--- config.mk ---
export PLATFORM = sky130hd
export DESIGN_NAME = ttt_auto_player
export DESIGN_NICKNAME = d
export VERILOG_FILES = /design/src/rtl/ttt_pkg.sv /design/src/rtl/ttt_line_eval.sv /design/src/rtl/ttt_auto_player.sv
export SDC_FILE = /design/constraint.sdc
export NUM_CORES = 1
export LEC_CHECK = 0
export ABC_AREA = 1
export CORE_AREA = 2 2 77 79
export DETAILED_ROUTE_END_ITERATION = 8
export DIE_AREA = 0 0 79 81
export REMOVE_ABC_BUFFERS = 1
export SETUP_SLACK_MARGIN = 0.4
export SLEW_MARGIN = 20
export SYNTH_ARGS = -nofsm -noshare
export SYNTH_HDL_FRONTEND = slang
export SYNTH_SLANG_ARGS = --single-unit
export TNS_END_PERCENT = 50
--- constraint.sdc ---
create_clock -name clk -period 3.25 [get_ports clk]
set_input_delay 0.4875 -clock clk [delete_from_list [all_inputs] [get_ports clk]]
set_output_delay 0.4875 -clock clk [all_outputs]
set_load 0.01 [all_outputs]
--- src/rtl/ttt_pkg.sv ---
// Shared definitions for the tic-tac-toe automatic player.
// Pure combinational constants/functions, no latency.
// No flow control; consumed by ttt_auto_player and ttt_line_eval.
package ttt_pkg;

    // Board game_state encoding
    localparam logic [1:0] GS_PLAY  = 2'b00;
    localparam logic [1:0] GS_X_WIN = 2'b01;
    localparam logic [1:0] GS_O_WIN = 2'b10;
    localparam logic [1:0] GS_DRAW  = 2'b11;

    typedef enum logic [2:0] {
        ST_IDLE,
        ST_SCAN,
        ST_ISSUE,
        ST_CONFIRM,
        ST_DONE
    } state_t;

    // The eight winning lines as triples of cell indices (idx = (row-1)*3 + (col-1))
    localparam logic [3:0] WIN_LINES [8][3] = '{
        '{4'd0, 4'd1, 4'd2},
        '{4'd3, 4'd4, 4'd5},
        '{4'd6, 4'd7, 4'd8},
        '{4'd0, 4'd3, 4'd6},
        '{4'd1, 4'd4, 4'd7},
        '{4'd2, 4'd5, 4'd8},
        '{4'd0, 4'd4, 4'd8},
        '{4'd2, 4'd4, 4'd6}
    };

    function automatic logic [1:0] idx_to_row(input logic [3:0] idx);
        return 2'(idx / 4'd3) + 2'd1;
    endfunction

    function automatic logic [1:0] idx_to_col(input logic [3:0] idx);
        return 2'(idx % 4'd3) + 2'd1;
    endfunction

    function automatic logic [3:0] rc_to_idx(input logic [1:0] row, input logic [1:0] col);
        return 4'(row - 2'd1) * 4'd3 + 4'(col - 2'd1);
    endfunction

endpackage

--- src/rtl/ttt_line_eval.sv ---
// Decides whether placing symbol 'sym' on cell 'idx' completes a winning line.
// Purely combinational, zero latency.
// No flow control. Ports: snap_valid/snap_symbol (board snapshot), idx, sym -> completes.
module ttt_line_eval
    import ttt_pkg::*;
(
    input  logic [8:0] snap_valid,
    input  logic [8:0] snap_symbol,
    input  logic [3:0] idx,
    input  logic       sym,
    output logic       completes
);

    logic       on_line;
    logic [1:0] same_cnt;

    // A line is completed when it passes through idx and its other two
    // cells are both occupied by sym.
    always_comb begin
        completes = 1'b0;
        on_line   = 1'b0;
        same_cnt  = 2'd0;
        for (int l = 0; l < 8; l++) begin
            on_line  = 1'b0;
            same_cnt = 2'd0;
            for (int p = 0; p < 3; p++) begin
                if (WIN_LINES[l][p] == idx) begin
                    on_line = 1'b1;
                end else if (snap_valid[WIN_LINES[l][p]] &&
                             (snap_symbol[WIN_LINES[l][p]] == sym)) begin
                    same_cnt = same_cnt + 2'd1;
                end
            end
            if (on_line && (same_cnt == 2'd2)) begin
                completes = 1'b1;
            end
        end
    end

endmodule

--- src/rtl/ttt_auto_player.sv ---
// Machine opponent: on start snapshots the board, scans 9 cells, issues one set pulse, confirms.
// Latency: set at cycle 10, done at cycle 12 after start (cycle 1 on game-over/full reject).
// No backpressure: start is taken only in IDLE, otherwise dropped. Macro TTT_STRATEGY_EN enables
// win > block > centre > first-free priority; without it the lowest free cell is played.
// Ports: clk, reset (sync, high), start, board_valid/board_symbol/game_state in;
//        row, col, set, busy, done, error, move_idx out.
module ttt_auto_player
    import ttt_pkg::*;
#(
    parameter int CONFIRM_TIMEOUT = 4
) (
    input  logic       clk,
    input  logic       reset,
    input  logic       start,
    input  logic [8:0] board_valid,
    input  logic [8:0] board_symbol,
    input  logic [1:0] game_state,
    output logic [1:0] row,
    output logic [1:0] col,
    output logic       set,
    output logic       busy,
    output logic       done,
    output logic       error,
    output logic [3:0] move_idx
);

    localparam logic [3:0] TMO_LAST = 4'(CONFIRM_TIMEOUT - 1);

    state_t     state, state_nxt;
    logic [8:0] snap_valid, snap_symbol;
    logic [3:0] scan_k;
    logic [3:0] best_idx, best_idx_nxt;
    logic [1:0] best_cls;
    logic       best_found;
    logic [3:0] tmo_cnt;
    logic       err_q;

    logic       own_sym;
    logic       reject;
    logic       cell_free;
    logic [1:0] cell_cls;
    logic       take;

    // Even number of occupied cells -> X (1) to move, matching the board.
    assign own_sym   = ~^snap_valid;
    assign reject    = (game_state != GS_PLAY) || (board_valid == 9'h1FF);
    assign cell_free = ~snap_valid[scan_k];

`ifdef TTT_STRATEGY_EN
    logic win_hit, blk_hit;

    ttt_line_eval u_win (
        .snap_valid (snap_valid),
        .snap_symbol(snap_symbol),
        .idx        (scan_k),
        .sym        (own_sym),
        .completes  (win_hit)
    );

    ttt_line_eval u_blk (
        .snap_valid (snap_valid),
        .snap_symbol(snap_symbol),
        .idx        (scan_k),
        .sym        (~own_sym),
        .completes  (blk_hit)
    );

    always_comb begin
        cell_cls = 2'd0;
        if (win_hit)              cell_cls = 2'd3;
        else if (blk_hit)         cell_cls = 2'd2;
        else if (scan_k == 4'd4)  cell_cls = 2'd1;
    end
`else
    // Symbols only matter to the line evaluator; unused in this build.
    logic unused_symbol;
    assign unused_symbol = ^snap_symbol;
    assign cell_cls      = 2'd0;
`endif

    // Strictly-higher update keeps the lowest index among equal classes.
    assign take         = cell_free && (!best_found || (cell_cls > best_cls));
    assign best_idx_nxt = take ? scan_k : best_idx;

    // State register
    always_ff @(posedge clk) begin
        if (reset) state <= ST_IDLE;
        else       state <= state_nxt;
    end

    // Next-state logic
    always_comb begin
        state_nxt = state;
        case (state)
            ST_IDLE:    if (start) state_nxt = reject ? ST_DONE : ST_SCAN;
            ST_SCAN:    if (scan_k == 4'd8) state_nxt = ST_ISSUE;
            ST_ISSUE:   state_nxt = ST_CONFIRM;
            ST_CONFIRM: if (board_valid[best_idx] || (tmo_cnt == TMO_LAST)) state_nxt = ST_DONE;
            ST_DONE:    state_nxt = ST_IDLE;
            default:    state_nxt = ST_IDLE;
        endcase
    end

    // Outputs decoded straight from the state register
    always_comb begin
        set   = (state == ST_ISSUE);
        busy  = (state == ST_SCAN) || (state == ST_ISSUE) || (state == ST_CONFIRM);
        done  = (state == ST_DONE);
        error = (state == ST_DONE) && err_q;
    end

    // Snapshot, scan and confirm datapath
    always_ff @(posedge clk) begin
        if (reset) begin
            snap_valid  <= '0;
            snap_symbol <= '0;
            scan_k      <= '0;
            best_idx    <= '0;
            best_cls    <= '0;
            best_found  <= 1'b0;
            tmo_cnt     <= '0;
            err_q       <= 1'b0;
            row         <= '0;
            col         <= '0;
            move_idx    <= '0;
        end else begin
            case (state)
                ST_IDLE: begin
                    if (start) begin
                        scan_k     <= '0;
                        best_idx   <= '0;
                        best_cls   <= '0;
                        best_found <= 1'b0;
                        err_q      <= reject;
                        if (!reject) begin
                            snap_valid  <= board_valid;
                            snap_symbol <= board_symbol;
                        end
                    end
                end
                ST_SCAN: begin
                    scan_k <= scan_k + 4'd1;
                    if (take) begin
                        best_idx   <= scan_k;
                        best_cls   <= cell_cls;
                        best_found <= 1'b1;
                    end
                    // Load the move outputs on the last scan cycle so they are valid in ISSUE.
                    if (scan_k == 4'd8) begin
                        move_idx <= best_idx_nxt;
                        row      <= idx_to_row(best_idx_nxt);
                        col      <= idx_to_col(best_idx_nxt);
                    end
                end
                ST_ISSUE: begin
                    tmo_cnt <= '0;
                end
                ST_CONFIRM: begin
                    tmo_cnt <= tmo_cnt + 4'd1;
                    err_q   <= ~board_valid[best_idx];
                end
                default: ;
            endcase
        end
    end

endmodule
* Yosys cells after proc, flatten, opt, wreduce, memory -nomap -nowiden *
Cells that the tools add are included.

cells by class
  add/sub/neg operators = 4
  multiply operators = 0
  divide/modulo/power cells = 2
  $lt $le $gt $ge = 3
  equality and inequality tests = 11
  shift-type cells = 0
  mux-type cells = 22
  bitwise gates (word level) = 3
  reduce and logical (&&, ||, !) cells = 19

operators by type and width
  operator               count
  $pmux W4 S2            3
  $mux W3                4
  $pmux W3 S4            1
  $lt A4 B5 Y1 const B   2
  $eq A9 B9 Y1 const B   1
  $reduce_and A3 Y1      3
  $add A4 B1 Y4 const B  2
  $bmux W1 S4            2
  $mux W4                2
  $ne A2 B2 Y1 const B   4
  $reduce_bool A2 Y1     4
  $eq A3 B2 Y1 const B   2
  $reduce_and A2 Y1      3
  $logic_or A1 B1 Y1     5
  $mux W1                5
  $add A2 B1 Y2 const B  2
  $div A4 B2 Y4 const B  1
  $eq A4 B2 Y1 const B   1
  $eq A4 B4 Y1 const B   1
  $mod A4 B2 Y4 const B  1
  $mux W2                2
  $pmux W1 S2            2
  $pmux W2 S2            1
  $eq A3 B1 Y1 const B   1
  6 further kinds        9

word-level totals
  bits in registers = 36
  latch bits = 0
  RAM bits = 0
  bits in read-only memories = 0
  output and inout bits = 12
  memories kept = 0

* Longest topological paths before layout *
  depth in word-level cells = 7
  depth in mapped cells = 23
  depth with buffers taken out = 23

* Worst setup path after synthesis *
OpenSTA, ideal clock, no wires.

  kind = flip-flop to flip-flop
  start point = register scan_k[0]
  end point = register col[1]
  data arrival time = 2.694 ns
  required time = 3.141 ns
  slack = 0.447 ns
  cell stages (with the launch flop) = 21
  buffers on the path = 0
  cell sequence = dfxtp_1 -> nand2_1 -> nand3_1 -> nand3_2 -> nand3_4 -> nand2_4 -> o21ai_0 -> ha_1 -> ha_1 -> inv_1 -> ha_1 -> or2_1 -> nand2_2 -> ha_1 -> inv_1 -> nand4_1 -> nand2_1 -> nand2_1 -> nand3_1 -> nand2_1 -> inv_1

on the way
  cells in the longest elaborated chain, start to end = 7
  elaborated cells on any way between the ends = 9
  classes of those cells = add/sub (1); div (1); eq/ne (1); mux (3); bitwise (1); reduce/logical (2)

RTL lines
  what                           RTL line                source
  start: declaration             ttt_auto_player.sv:31   logic [3:0] scan_k;
  start signal: assignment       ttt_auto_player.sv:142  scan_k <= scan_k + 4'd1;
  $bmux W1 S4                    ttt_auto_player.sv:47   assign cell_free = ~snap_valid[scan_k];
  $mux W1 (implied by the code)  ttt_auto_player.sv:47
  $not A1 Y1                     ttt_auto_player.sv:47
  $logic_and A1 B1 Y1            ttt_auto_player.sv:82   assign take = cell_free && (!best_found || (cell_cls > best_cls));
  $mux W4                        -
  $mod A4 B2 Y4                  ttt_pkg.sv:37           return 2'(idx % 4'd3) + 2'd1;
  $add A2 B1 Y2                  ttt_pkg.sv:37
  end signal: assignment         ttt_auto_player.sv:152  col <= idx_to_col(best_idx_nxt);
  end: declaration               ttt_auto_player.sv:19   output logic [1:0] col,

Parallel ways exist; a longest one is shown, timed or not. The select of a mux whose other input is x is not followed.
A chain may end at the register's enable or synchronous reset.

* Final worst setup path *
Same ends and word-level chain as after synthesis.

==> results_dict.tcl <==
set metrics [dict create \
    synth_top_family_by_area "simple AND/OR/NAND/NOR gates" \
    root_buffer "clkbuf_8" \
    ctsHoldBuffers 0 \
    yosys.area_share.adder_pct 5.77 \
    grt_overflow 0 \
    grt_max_degree 20 \
    cts_inserted_buffers 5 \
    max_slew_margin_pct 61.5 \
    fin_skew_ns 0.00455 \
    viasPerCell 4.86 \
    p_leak_nw 1.03 \
    timing.rr.start "scan_k[0]" \
    cp_cell_sequence "inv_8 > nand2_1 > nand3_1 > nand3_2 > nand3_4 > nand2_8 > o21ai_4 > ha_2 > ha_1 > inv_1 > ha_4 > or2_1 > nand2_2 > ha_4 > inv_2 > nand4_1 > nand2_1 > nand2_1 > nand3_1 > nand2_1 > inv_1" \
    finalHoldViolations 0 \
    cp-end-kind "register" \
    worstSetupStartpointType "register" \
    synth_compound_gate_area_share_pct 18.6 \
    cts_tree "built" \
    netlist_area_um2 1950 \
    fmaxAchievable_mhz 369 \
    ys_types 30 \
    synth-edff-count 0 \
    syn-mean-instance-area_um2 7.15 \
    final_antenna_net_count 0 \
    dieHeight_um 81 \
    final_cell_mix "inv_1, nand2_1, dfxtp_1, nor2_1, clkdlybuf4s50_1" \
    ys_seq_elements 34 \
    drt-initial-drc-count 60 \
    outcome "completed" \
    setup_viol 0 \
    ff2ff_setup_slack_ns 0.54 \
    crit_slowest_cell "dfxtp_4" \
    synthMuxAreaShare_pct 0 \
    drt_wl_total_um 4750 \
    fin_setup_tns_ns 0 \
    holdWs_ns 0.456 \
    grt_usage_pct 15.3 \
    antenna_cells 0 \
    max_stage_delay_ns 0.38 \
    yosysSeqAreaShare_pct 34.9 \
    powerDensity_nw_per_um2 575 \
    post-place-cells 373 \
    wl_per_cell_um 12.3 \
    post-route-period-util_pct 83.3 \
    clockBufferDepth 2 \
    io_pins 35 \
    worst-path-max-fanout 8 \
    yosys.area_share.simple_pct 29.4 \
    min_path_cells 2 \
    rows 28 \
    vias 1880 \
    rsz0062_at_grt "false" \
    grt_pass1_wl_um 7620 \
    synth_cells 273 \
    post-route-drc-count 0 \
    clk_pin_slew_ns 0.07 \
    reg2reg_depth 21 \
    crit_start "scan_k[0]" \
    die_area_um2 6400 \
    drt_first_pass_iters 4 \
    min_period_ns 2.71 \
    place_ws_ns 0.0562 \
    clk_latency_ns 0.29 \
    arrival_ns 2.89 \
    ys.flop_type "dfxtp_1" \
    cp.required_ns 3.44 \
    ir_drop_uv 241 \
    coreArea_um2 5680 \
    ctsHtreeMaxLevel 2 \
    grt_pass1_vias 1706 \
    areaGrowthSynthToFinish_pct 28.7 \
    portBuffers 25 \
    synth_xor_area_share_pct 0.449 \
    crit_type "register to register" \
    hp-class "register to register" \
    finalMaxSlewViolations 0 \
    design_area_um2 2510 \
    tightest_slew_ns 0.577 \
    antenna_found_initial 0 \
    nNetsFinal 344 \
    place_congestion 0.870 \
    dpl.hpwl_um 3340 \
    start_util_pct 34.4 \
    worst_path_most_repeated_cell "nand2_1" \
    async_flop_share_pct 0 \
    final_common_cell "inv_1" \
    die_w_um 79 \
    min-delay-start "snap_valid[2]" \
    fin_util_pct 44.2 \
    yosysWarnings 0 \
    drive_above_1_share_pct 16.3 \
    cap_violations 0 \
    fin_cells 387 \
    p_total_mw 1.45 \
    fin_ws_ns 0.543 \
    clkSinkCount 34 \
    placed_area_um2 2310 \
]
==> worst paths after layout <==
check / end
max reg2reg: col[1]
max: col[1]
min: snap_valid[2]
min reg2reg: snap_valid[2]
==> cells in the mapped netlist, types with 2 or more instances <==
master / count / share of area (%)
nand3_1: 15 / 3.8
nand2_4: 2 / 1.2
o31ai_1: 2 / 0.77
o21ai_0: 24 / 6.2
nand2_2: 6 / 1.9
nand3_4: 3 / 2.7
nand3_2: 4 / 2.1
or2_2: 2 / 0.64
nor2_1: 28 / 5.4
inv_2: 2 / 0.38
a211oi_1: 4 / 1.5
clkbuf_1: 4 / 0.77
ha_1: 9 / 5.8
dfxtp_1: 34 / 35
nand2_1: 42 / 8.1
inv_1: 46 / 8.8
a21oi_1: 23 / 5.9
nand4_1: 5 / 1.6
nor3_1: 4 / 1.0
o211ai_1: 4 / 1.5
==> report_power, final <==
group          internal (mW)  switching [mW]
sequential             0.453          0.0319
clock                  0.148           0.156
combinational          0.274           0.384
total                  0.874           0.571
==> final cells by class <==
| cell class | instances | area, um2 |
|---|---|---|
| Fill cell | 612 | 3160 |
| Multi-Input combinational cell | 185 | 1120 |
| Sequential cell | 34 | 687 |
| Timing Repair Buffer | 37 | 338 |
| Inverter | 49 | 191 |
| Tap cell | 75 | 93.8 |
| Clock buffer | 7 | 76.3 |
==> logic make-up after synthesis <==
family / count (synthesis)
AND/OR/NAND/NOR: 114
flip-flops: 34
adder cells (fa/ha/maj): 9
buffers and inverters: 54
XOR/XNOR: 1
AO/OA/AOI/OAI: 61
==> routing by layer <==
metal  vias up  part of all wire, %  global-route usage (%)
met2        31                   43                    23.3
met5         -                    0                       0
met1       867                   50                    20.4
met4         0                  3.0                    8.45
li1        970                    -                       -
met3        12                  3.7                    3.22
==> sequential cells by signal, indices dropped and copies added, names as in the netlist, 2 cells and up <==
register,flops
best_idx,4
move_idx,4
snap_valid,9
scan_k,4
tmo_cnt,4
state,3
col,2
row,2
==> worst max-delay path: cells and delay by family, from the launching register on <==
family,cells,cell delay (ns)
and+or+nand+nor,12,1.12
adders and majority gates,4,0.65
buffers and inverters,4,0.23
DFF,1,0.38
AOI/OAI and AO/OA,1,0.22
==> timing repair <==
item	in CTS	in global routing
hold endpoints to repair	0	0
setup buffers	0	7
pin swaps	0	4
resized for setup	10	13
setup endpoints to repair	4	3
No activity file was read; power rests on OpenSTA's default activity.
